`config.mk`:
```
export PLATFORM = sky130hd
export DESIGN_NAME = flash_reader
export DESIGN_NICKNAME = d
export VERILOG_FILES = /design/src/rtl/flash_reader.sv
export SDC_FILE = /design/constraint.sdc
export NUM_CORES = 1
export LEC_CHECK = 0
export ABC_AREA = 0
export BUFFER_PORTS_ARGS = -buffer_cell sky130_fd_sc_hd__buf_2
export CORE_MARGIN = 5
export CORE_UTILIZATION = 40
export DETAILED_ROUTE_END_ITERATION = 7
export SYNTH_ARGS = -nofsm -noshare
export SYNTH_HDL_FRONTEND = slang
export SYNTH_SLANG_ARGS = --single-unit
```
`constraint.sdc`:
```
create_clock -name clk -period 3.91 [get_ports clk]
set_input_delay 0.782 -clock clk [delete_from_list [all_inputs] [get_ports clk]]
set_output_delay 0.782 -clock clk [all_outputs]
set_load 0.02 [all_outputs]
```
`src/rtl/flash_reader.sv`:
```
// flash_reader: SPI mode-0 flash read engine streaming little-endian 32-bit words.
// Define FLASH_READER_FAST_READ_EN for fast read (0x0B plus 8 dummy clocks).
module flash_reader #(
  parameter int WordCountBitWidth = 16,
  parameter int AddressBitWidth   = 24
) (
  input  logic                         clk,
  input  logic                         rst,
  input  logic                         start,
  input  logic [AddressBitWidth-1:0]   address,
  input  logic [WordCountBitWidth-1:0] word_count,
  output logic                         busy,
  output logic                         done,
  output logic [31:0]                  data_out,
  output logic                         data_valid,
  input  logic                         data_ready,
  output logic                         flash_clk,
  output logic                         flash_mosi,
  input  logic                         flash_miso,
  output logic                         flash_cs
);

  localparam int TxW    = 8 + AddressBitWidth;
  localparam int CntMax = (AddressBitWidth > 32) ? AddressBitWidth : 32;
  localparam int CntW   = $clog2(CntMax) + 1;

`ifdef FLASH_READER_FAST_READ_EN
  localparam logic [7:0] Cmd = 8'h0B;
`else
  localparam logic [7:0] Cmd = 8'h03;
`endif

  typedef enum logic [2:0] {
    Idle,
    SendCommand,
    SendAddress,
    Dummy,
    ReadData,
    Finish
  } state_e;

  state_e                       state_q;
  logic                         phase_q;
  logic                         stall_q;
  logic [CntW-1:0]              bit_cnt_q;
  logic [TxW-1:0]               tx_q;
  logic [31:0]                  rx_q;
  logic [WordCountBitWidth-1:0] words_left_q;
  logic [31:0]                  data_out_q;
  logic                         data_valid_q;
  logic                         busy_q;
  logic                         done_q;
  logic                         cs_q;
  logic                         sclk_q;
  logic                         mosi_q;

  logic        accept_d;
  logic        can_load_d;
  logic        word_end_d;
  logic        last_word_d;
  logic [31:0] rx_swap_d;

  assign accept_d    = data_valid_q & data_ready;
  assign can_load_d  = ~data_valid_q | data_ready;
  assign last_word_d = words_left_q == WordCountBitWidth'(1);
  assign rx_swap_d   = {rx_q[7:0], rx_q[15:8], rx_q[23:16], rx_q[31:24]};

  // A word is complete at the end of its 32nd high phase, or while parked.
  assign word_end_d = stall_q |
                      (state_q == ReadData && phase_q &&
                       bit_cnt_q == CntW'(31));

  always_ff @(posedge clk) begin
    if (rst) begin
      state_q      <= Idle;
      phase_q      <= 1'b0;
      stall_q      <= 1'b0;
      bit_cnt_q    <= '0;
      tx_q         <= '0;
      rx_q         <= '0;
      words_left_q <= '0;
      data_out_q   <= '0;
      data_valid_q <= 1'b0;
      busy_q       <= 1'b0;
      done_q       <= 1'b0;
      cs_q         <= 1'b1;
      sclk_q       <= 1'b0;
      mosi_q       <= 1'b0;
    end else begin
      done_q <= 1'b0;
      if (accept_d) data_valid_q <= 1'b0;
      unique case (state_q)
        Idle: begin
          if (start) begin
            if (word_count == '0) begin
              done_q  <= 1'b1;
              state_q <= Finish;
            end else begin
              words_left_q <= word_count;
              tx_q         <= {Cmd, address};
              mosi_q       <= Cmd[7];
              cs_q         <= 1'b0;
              busy_q       <= 1'b1;
              phase_q      <= 1'b0;
              stall_q      <= 1'b0;
              bit_cnt_q    <= '0;
              state_q      <= SendCommand;
            end
          end
        end
        Finish: state_q <= Idle;
        default: begin
          if (word_end_d) begin
            sclk_q  <= 1'b0;
            phase_q <= 1'b0;
            if (can_load_d) begin
              stall_q      <= 1'b0;
              data_out_q   <= rx_swap_d;
              data_valid_q <= 1'b1;
              bit_cnt_q    <= '0;
              words_left_q <= words_left_q - WordCountBitWidth'(1);
              if (last_word_d) begin
                cs_q    <= 1'b1;
                busy_q  <= 1'b0;
                done_q  <= 1'b1;
                state_q <= Finish;
              end
            end else begin
              stall_q <= 1'b1;
            end
          end else if (!phase_q) begin
            sclk_q  <= 1'b1;
            phase_q <= 1'b1;
            if (state_q == ReadData) rx_q <= {rx_q[30:0], flash_miso};
          end else begin
            sclk_q    <= 1'b0;
            phase_q   <= 1'b0;
            tx_q      <= tx_q << 1;
            mosi_q    <= tx_q[TxW-2];
            bit_cnt_q <= bit_cnt_q + CntW'(1);
            unique case (state_q)
              SendCommand: begin
                if (bit_cnt_q == CntW'(7)) begin
                  bit_cnt_q <= '0;
                  state_q   <= SendAddress;
                end
              end
              SendAddress: begin
                if (bit_cnt_q == CntW'(AddressBitWidth - 1)) begin
                  bit_cnt_q <= '0;
`ifdef FLASH_READER_FAST_READ_EN
                  state_q   <= Dummy;
`else
                  state_q   <= ReadData;
`endif
                end
              end
              Dummy: begin
                if (bit_cnt_q == CntW'(7)) begin
                  bit_cnt_q <= '0;
                  state_q   <= ReadData;
                end
              end
              default: ;
            endcase
          end
        end
      endcase
    end
  end

  assign busy       = busy_q;
  assign done       = done_q;
  assign data_out   = data_out_q;
  assign data_valid = data_valid_q;
  assign flash_clk  = sclk_q;
  assign flash_mosi = mosi_q;
  assign flash_cs   = cs_q;

endmodule

```
======== Word level (Yosys, flattened, before mapping) ========
Index checks and enable logic that the tools add are counted.
cells by class
  reductions and logical operators ........ 22
  mux-type cells .......................... 61
  eq/ne operators ......................... 18
  bitwise operators ....................... 8
  add/subtract/negate cells ............... 2
operator list
  operator                 number
  $mux W31                 4
  $mux W16                 4
  $pmux W31 S2             1
  $mux W6                  7
  $pmux W16 S2             1
  $mux W3                  9
  $mux W1                  25
  $pmux W6 S2              2
  $eq A16 B1 Y1 const B    1
  $logic_not A16 Y1        1
  $sub A16 B1 Y16 const B  1
  $reduce_and A5 Y1        3
  $eq A6 B5 Y1 const B     2
  $pmux W1 S2              6
  $ne A5 B5 Y1 const B     2
  $pmux W3 S3              1
  $reduce_and A4 Y1        2
  $reduce_and A8 Y1        1
  $reduce_bool A2 Y1       4
  $add A6 B1 Y6 const B    1
  $eq A3 B2 Y1 const B     2
  $eq A3 B3 Y1 const B     2
  $eq A6 B3 Y1 const B     1
  $pmux W3 S2              1
  other kinds (18)         27
storage, ports and cells
  input bits .............................. 45
  flip-flop bits (word level) ............. 128
  output and inout port bits .............. 38
  word-level logic and storage cells ...... 125

======== Logic depth before layout (Yosys ltp) ========
Gate-level depths: netlist (run 1).
  word-level depth ........................ 6
  gate-level depth with buffers ........... 10
  depth with buffers taken out ............ 8

======== Worst setup path after synthesis (run 1) ========
Ideal clock, no wire load.
  path kind ............................... input-to-reg
  from .................................... input port word_count[5]
  to ...................................... register words_left_q[0]
  cell stages on the path ................. 8
  library setup time ...................... 0.115 ns
  path slack .............................. 1.632 ns
  required time ........................... 3.795 ns
  buffers on the path ..................... 2
  arrival time ............................ 2.164 ns
  cells stage by stage .................... nor4_1 > nand2_1 > o31ai_2 > nand2b_1 > buf_2 > buf_2 > nor2_1 > o21a_1
between the ends
  cells in the longest elaborated chain, start to end .. 3
ends and longest elaborated chain
  what                                line  RTL
  from (decl)                         11    input logic [WordCountBitWidth-1:0] word_count,
  $logic_not A16 Y1                   95    if (word_count == '0) begin
  $ne A2 B2 Y1 (no source line)       n/a
  $reduce_and A5 Y1 (no source line)  n/a
  to (signal assigned)                99    words_left_q <= word_count;
  to (signal assigned)                121   words_left_q <= words_left_q - WordCountBitWidth'(1);
  to (decl)                           48    logic [WordCountBitWidth-1:0] words_left_q;
Every way passes these cells.
A chain may end at the register's enable or synchronous reset.

======== Worst setup path after layout (run 1) ========
  from .................................... register bit_cnt_q[0]
  to ...................................... register words_left_q[8]
between the ends
  cells in the longest elaborated chain, start to end .. 5
ends and longest elaborated chain
  what                                 line  RTL
  from (decl)                          45    logic [CntW-1:0] bit_cnt_q;
  from (signal assigned)               140   bit_cnt_q <= bit_cnt_q + CntW'(1);
  $eq A6 B5 Y1                         71    bit_cnt_q == CntW'(31));
  $logic_and A1 B1 Y1                  70    (state_q == ReadData && phase_q &&
  $or A1 B1 Y1                         69    assign word_end_d = stall_q |
  $reduce_bool A2 Y1 (no source line)  n/a
  $reduce_and A5 Y1 (no source line)   n/a
Every way passes these cells.

==> results of run 1 <==
[synthesized netlist by cell type, types with 2 or more instances]
| library cell | instances | area, um2 |
|---|---|---|
| a41oi_1 | 3 | 26.28 |
| nand2_1 | 209 | 784.5 |
| o31ai_1 | 2 | 15.01 |
| o22ai_1 | 3 | 18.77 |
| buf_2 | 11 | 55.05 |
| clkbuf_1 | 45 | 168.9 |
| or3_1 | 2 | 12.51 |
| a311oi_1 | 23 | 201.4 |
| or4_4 | 2 | 22.52 |
| o21ai_0 | 21 | 105.1 |
| a2111oi_0 | 3 | 26.28 |
| dfxtp_1 | 128 | 2562 |
| a211oi_1 | 5 | 37.54 |
| nor2_1 | 60 | 225.2 |
| inv_1 | 5 | 18.77 |
| a21oi_1 | 100 | 500.5 |
| nor3_1 | 17 | 85.08 |
| and2_1 | 3 | 18.77 |
| a31o_2 | 4 | 35.03 |
| buf_6 | 3 | 33.78 |
| a22oi_1 | 7 | 52.55 |
| nor4_1 | 5 | 31.28 |
| ha_1 | 3 | 37.54 |
| a31oi_1 | 4 | 25.02 |
| nand3_1 | 4 | 20.02 |
| o21a_1 | 2 | 15.01 |
| and4_1 | 2 | 17.52 |
| a32o_1 | 2 | 20.02 |
| a21o_1 | 3 | 22.52 |
| or2_2 | 2 | 12.51 |
| nor2b_1 | 8 | 50.05 |
| nand2b_1 | 7 | 43.79 |
| or4_1 | 3 | 22.52 |
| nand4_1 | 3 | 18.77 |
| o32ai_1 | 4 | 35.03 |
| nor3b_1 | 4 | 30.03 |
[power breakdown]
| part | total [uW] | leakage (uW) | switching [uW] | internal (uW) |
|---|---|---|---|---|
| clock | 1560 | 0.000278 | 595 | 969 |
| combinational | 1820 | 0.00118 | 1170 | 645 |
| sequential | 1780 | 0.00104 | 220 | 1560 |
| total | 5160 | 0.00250 | 1990 | 3170 |
[worst max-delay path: cells and delay by family, from the launching register on]
family,cells,cell delay [ps]
flops,1,360
fa+ha+maj,1,210
simple gates,2,950
compound gates,4,980
[state kept, by name, indices dropped and copies added (netlist names)]
name	flops
data_out	32
busy	1
flash_clk	1
phase_q	1
stall_q	1
flash_mosi	1
words_left_q	16
done	1
tx_q	31
rx_q	32
bit_cnt_q	6
flash_cs	1
data_valid	1
state_q	3
[layer usage]
metal / part of all wire [%] / vias up / global-route usage, %
li1: - / 2628 / -
met1: 47 / 2388 / 22.91
met2: 45 / 137 / 25.71
met3: 6.0 / 24 / 4.792
met4: 1.7 / 0 / 6.554
met5: 0 / - / 0
[through the flow]
| step | area [um2] | utilization (%) | total power (uW) | setup slack [ps] |
|---|---|---|---|---|
| floorplan | 5600 | - | 3216 | 1632 |
| CTS | 6638 | 48.00 | 5171 | 1346 |
| global placement | 6050 | 43.75 | 3565 | 1073 |
| detailed placement | 6050 | 43.75 | 3595 | 984.6 |
| finish | 6638 | 48.00 | 5156 | 1294 |
| global route | 6638 | 48.00 | 5525 | 1073 |
[cell type report]
type / count / share of cell area [%]
Multi-Input combinational cell: 538 / 41.73
Sequential cell: 128 / 38.61
Timing Repair Buffer: 90 / 7.125
Clock buffer: 19 / 6.824
Tap cell: 180 / 3.393
Clock inverter: 13 / 2.036
Inverter: 5 / 0.2828
[worst paths after layout]
check | start | endpoint | cells past startpoint
setup reg to reg | bit_cnt_q[0]$_SDFFE_PP0P_ | words_left_q[8]$_SDFFE_PP0P_ | 7
setup / recovery | bit_cnt_q[0]$_SDFFE_PP0P_ | words_left_q[8]$_SDFFE_PP0P_ | 7
hold / removal | data_out[5]$_SDFFE_PP0P_ | data_out[5]$_SDFFE_PP0P_ | 2
hold reg to reg | data_out[5]$_SDFFE_PP0P_ | data_out[5]$_SDFFE_PP0P_ | 2
[logic make-up (layout without fill, tap and decap cells)]
| kind of cell | after synthesis | in the layout |
|---|---|---|
| simple gates | 337 | 337 |
| compound gates | 195 | 195 |
| flops | 128 | 128 |
| buf+inv | 65 | 127 |
| fa+ha+maj | 3 | 3 |
| xor+xnor | 2 | 2 |
| mux | 1 | 1 |
==> results.toml, run 1 <==
[detailed_routing]
routed_wirelength_um = 13670
ant_nets = 0
first_pass_iters = 5
drc = 0
vias = 5177
post_drt_wl_per_cell_um = 14.05
via_per_inst = 5.321
drtIter0Drc = 338

[critical_path]
rrSetupSlack_ps = 1290
slowest_stage = "nor2b_1"
cp.required_ps = 4220
critical_path.cell_chain = "ha_1, and2_1, a41oi_1, o21ai_0, nor2b_1, o21ai_0, a31o_2"
worstSetupPathType = "flop to flop"
worstPathMaxFanout = 9
cp-start-kind = "flop"
cpMostUsedCell = "o21ai_0"
cp_slowest_stage_delay_ps = 630
arrival_ps = 2930
endpoint_kind = "flop"

[floorplanning]
start_util_pct = 40.50
die_w_um = 128.3
rows = 43
io_pins = 83
coreArea_um2 = 13830
dieHeight_um = 128.3
die_area_um2 = 16470

[placed_design]
place_congestion = 0.8909
dp_hpwl_um = 9038
io_buffers = 82
dp.cells = 941

[sta]
finalSetupTns_ps = 0
rsz0062_at_grt = "false"
setup_viol = 0
finalCritPeriodShare_pct = 66.91
slew_headroom_pct = 24.55
drv_slew = 0
fin_skew_ps = 7.903
finalHoldViolCount = 0
worst_slew_pin_slew_ps = 1132
min_period_ps = 2616
hold_ws_ps = 450.0
fmax_mhz = 382.2

[synthesis]
synthMuxAreaShare_pct = 0.1787
synth_xor_area_share_pct = 0.3128
synth_fa_ha_area_share_pct = 0.6702
yosys.area_share.simple_pct = 26.21
synth_warnings = 0
syn_inst = 731
synth-main-ff-cell = "dfxtp_1"
ys_seq_area_share_pct = 45.76
synth_top_family_by_area = "simple AND/OR/NAND/NOR gates"
syn_area_um2 = 5600
synth_edf_count = 0
syn_area_per_cell_um2 = 7.661
synth_nets = 779
async_flop_share_pct = 0
ys_ff_latch = 128
synth.distinct_cells = 55
synth-compound-area-share_pct = 21.87

[cells_and_area]
seqCellArea_um2 = 2562
drive_gt1_share_pct = 17.53
multi_input_area_um2 = 2770
syn_to_final_growth_pct = 18.52
nFillCells = 1345
layout_common_cells = "nand2_1, dfxtp_1, a21oi_1, buf_2, nor2_1"
layoutNonFillerInstCount = 973
layout_commonest_cell = "nand2_1"
nets = 828
diodes = 0

[grt]
grt_pass1_wl_um = 22990
grt_start_max_net_pins = 66
grt_pass1_vias = 4890
overflow = 0
track_usage_pct = 16.96
antenna_found_initial = 0

[clock_network]
path_clk_slew_ps = 60
ctsResizeCount = 0
clock-sinks = 128
ctsHoldBuffers = 0
clock-root-buffer = "clkbuf_16"
htreeDepth = 4
cts_buffer_depth = 2
cts_setup_buffers = 0
cts_tree = "built"
clkLatencyLatePin_ps = 420
cts_buffers = 17

[flow_run]
maxCapViolations = 0

[run_status]
status = "finished, final reports clean"

[pwr]
ir_drop_uv = 373.2
leakagePower_uw = 0.002497
cellPowerDensity_nw_per_um2 = 776.8

[worst_hold_path]
min_path_type = "flop to flop"
Power figures use the tool's default switching activity.
==> run 2: changes to the inputs <==
==> constraint.sdc (replaced) <==
create_clock -name clk -period 2.14 [get_ports clk]
set_input_delay 0.428 -clock clk [delete_from_list [all_inputs] [get_ports clk]]
set_output_delay 0.428 -clock clk [all_outputs]
set_load 0.02 [all_outputs]
==> run 2 against run 1 <==
Effect of this change:
- sequential share of layout area decreased by 2.9 points
- die area did not move
- via count grew 3.0%
- worst setup slack got worse by 1200 ps
- highest routed layer unchanged
==> results.toml, run 2 (synthesis gave the netlist of run 1 again) <==
[run_status]
status = "finished, final reports clean"

[detailed_routing]
drc = 0
via_per_inst = 5.253
drtIter0Drc = 253
ant_nets = 0
post_drt_wl_per_cell_um = 14.09
vias = 5332
first_pass_iters = 5
routed_wirelength_um = 14300

[pwr]
ir_drop_uv = 651.0
cellPowerDensity_nw_per_um2 = 1437
leakagePower_uw = 0.002777
p_total_uw = 10340

[cells_and_area]
seqCellArea_um2 = 2571
nets = 870
design_area_um2 = 7199
layout_common_cells = "nand2_1, dfxtp_1, a21oi_1, buf_2, nor2_1"
final_util_pct = 52.07
diodes = 0
syn_to_final_growth_pct = 28.55
multi_input_area_um2 = 2897
layoutNonFillerInstCount = 1015
nFillCells = 1336
layout_commonest_cell = "nand2_1"
drive_gt1_share_pct = 24.67

[placed_design]
placed_cell_area_um2 = 6430
io_buffers = 82
dp_hpwl_um = 9575
dp.cells = 981
place_congestion = 0.8860
place_ws_ps = -63.17

[grt]
grt_pass1_vias = 5095
antenna_found_initial = 0
overflow = 0
track_usage_pct = 17.66
grt_pass1_wl_um = 23960
grt_start_max_net_pins = 66

[clock_network]
path_clk_slew_ps = 60
htreeDepth = 4
clkLatencyLatePin_ps = 420
clock-root-buffer = "clkbuf_16"
cts_tree = "built"
cts_buffer_depth = 2
clock-sinks = 128
cts_buffers = 17

[sta]
drv_slew = 0
fin_skew_ps = 11.08
min_period_ps = 2071
setup_viol = 0
slew_headroom_pct = 66.88
finalWorstSetupSlack_ps = 68.76
fmax_mhz = 482.8
rsz0062_at_grt = "true"
worst_slew_pin_slew_ps = 492.3
finalHoldViolCount = 0
finalCritPeriodShare_pct = 96.79

[floorplanning]
start_util_pct = 40.50
die_w_um = 128.3
dieHeight_um = 128.3
coreArea_um2 = 13830
rows = 43
die_area_um2 = 16470
io_pins = 83

[critical_path]
worstSetupPathType = "flop to flop"
rrSetupSlack_ps = 70
cp-start-kind = "flop"
worstPathMaxFanout = 10
arrival_ps = 2410
endpoint_kind = "flop"
cp.required_ps = 2480

[flow_run]
maxCapViolations = 0

[worst_hold_path]
min_path_type = "input port to flop"
## run 2: worst max-delay path: stages (launching register included)
cell and delay [ps]:
dfxtp_1 350, buf_4 190, nand2_1 100, a21o_1 160
o31ai_2 100, buf_4 180, a21o_2 220, or4_1 510
a21oi_1 170
## run 2: layout make-up
cell class	instances	area share, %
multi-input cells	538	40.23
flip-flops and latches	128	35.71
repair buffers	132	12.08
clock buffers	24	6.830
well taps	180	3.128
clock inverters	8	1.755
inverters	5	0.2607
## run 2: through the flow
stage	setup TNS (ps)	hold slack (ps)
final	0	270.2
after global placement	-103.0	439.5
after CTS	-14.71	250.4
after floorplan	0	432.1
after global routing	-117.9	264.6
after detailed placement	-173.5	444.0
## run 2: worst paths after layout
path,startpoint,end,cells past startpoint
min reg2reg,data_out[10]$_SDFFE_PP0P_,data_out[10]$_SDFFE_PP0P_,2
max reg2reg,state_q[2]$_SDFFE_PP0P_,bit_cnt_q[4]$_SDFFE_PP0P_,8
max,state_q[2]$_SDFFE_PP0P_,bit_cnt_q[4]$_SDFFE_PP0P_,8
min,address[7],tx_q[7]$_SDFFE_PP0P_,3
## run 2: metal layers
metal | part of all wire (%) | vias to the layer above | GRT usage (%)
met3 | 4.2 | 20 | 4.375
met2 | 47 | 91 | 27.92
met5 | 0 | - | 0
li1 | - | 2717 | -
met4 | 1.6 | 0 | 6.367
met1 | 47 | 2504 | 23.47
## run 2: what timing repair did
item,CTS,global route
endpoints found under the hold margin,0,0
pin swaps,0,6
endpoints found under the setup margin,16,88
hold buffers,0,0
resized for setup,6,33
setup buffers,0,2
## run 2: where the power goes
group	total, uW	leakage [uW]	internal, uW	switching, uW
logic	4140	0.00143	1730	2410
registers	3210	0.00104	2850	359
clock network	2990	0.000305	1960	1030
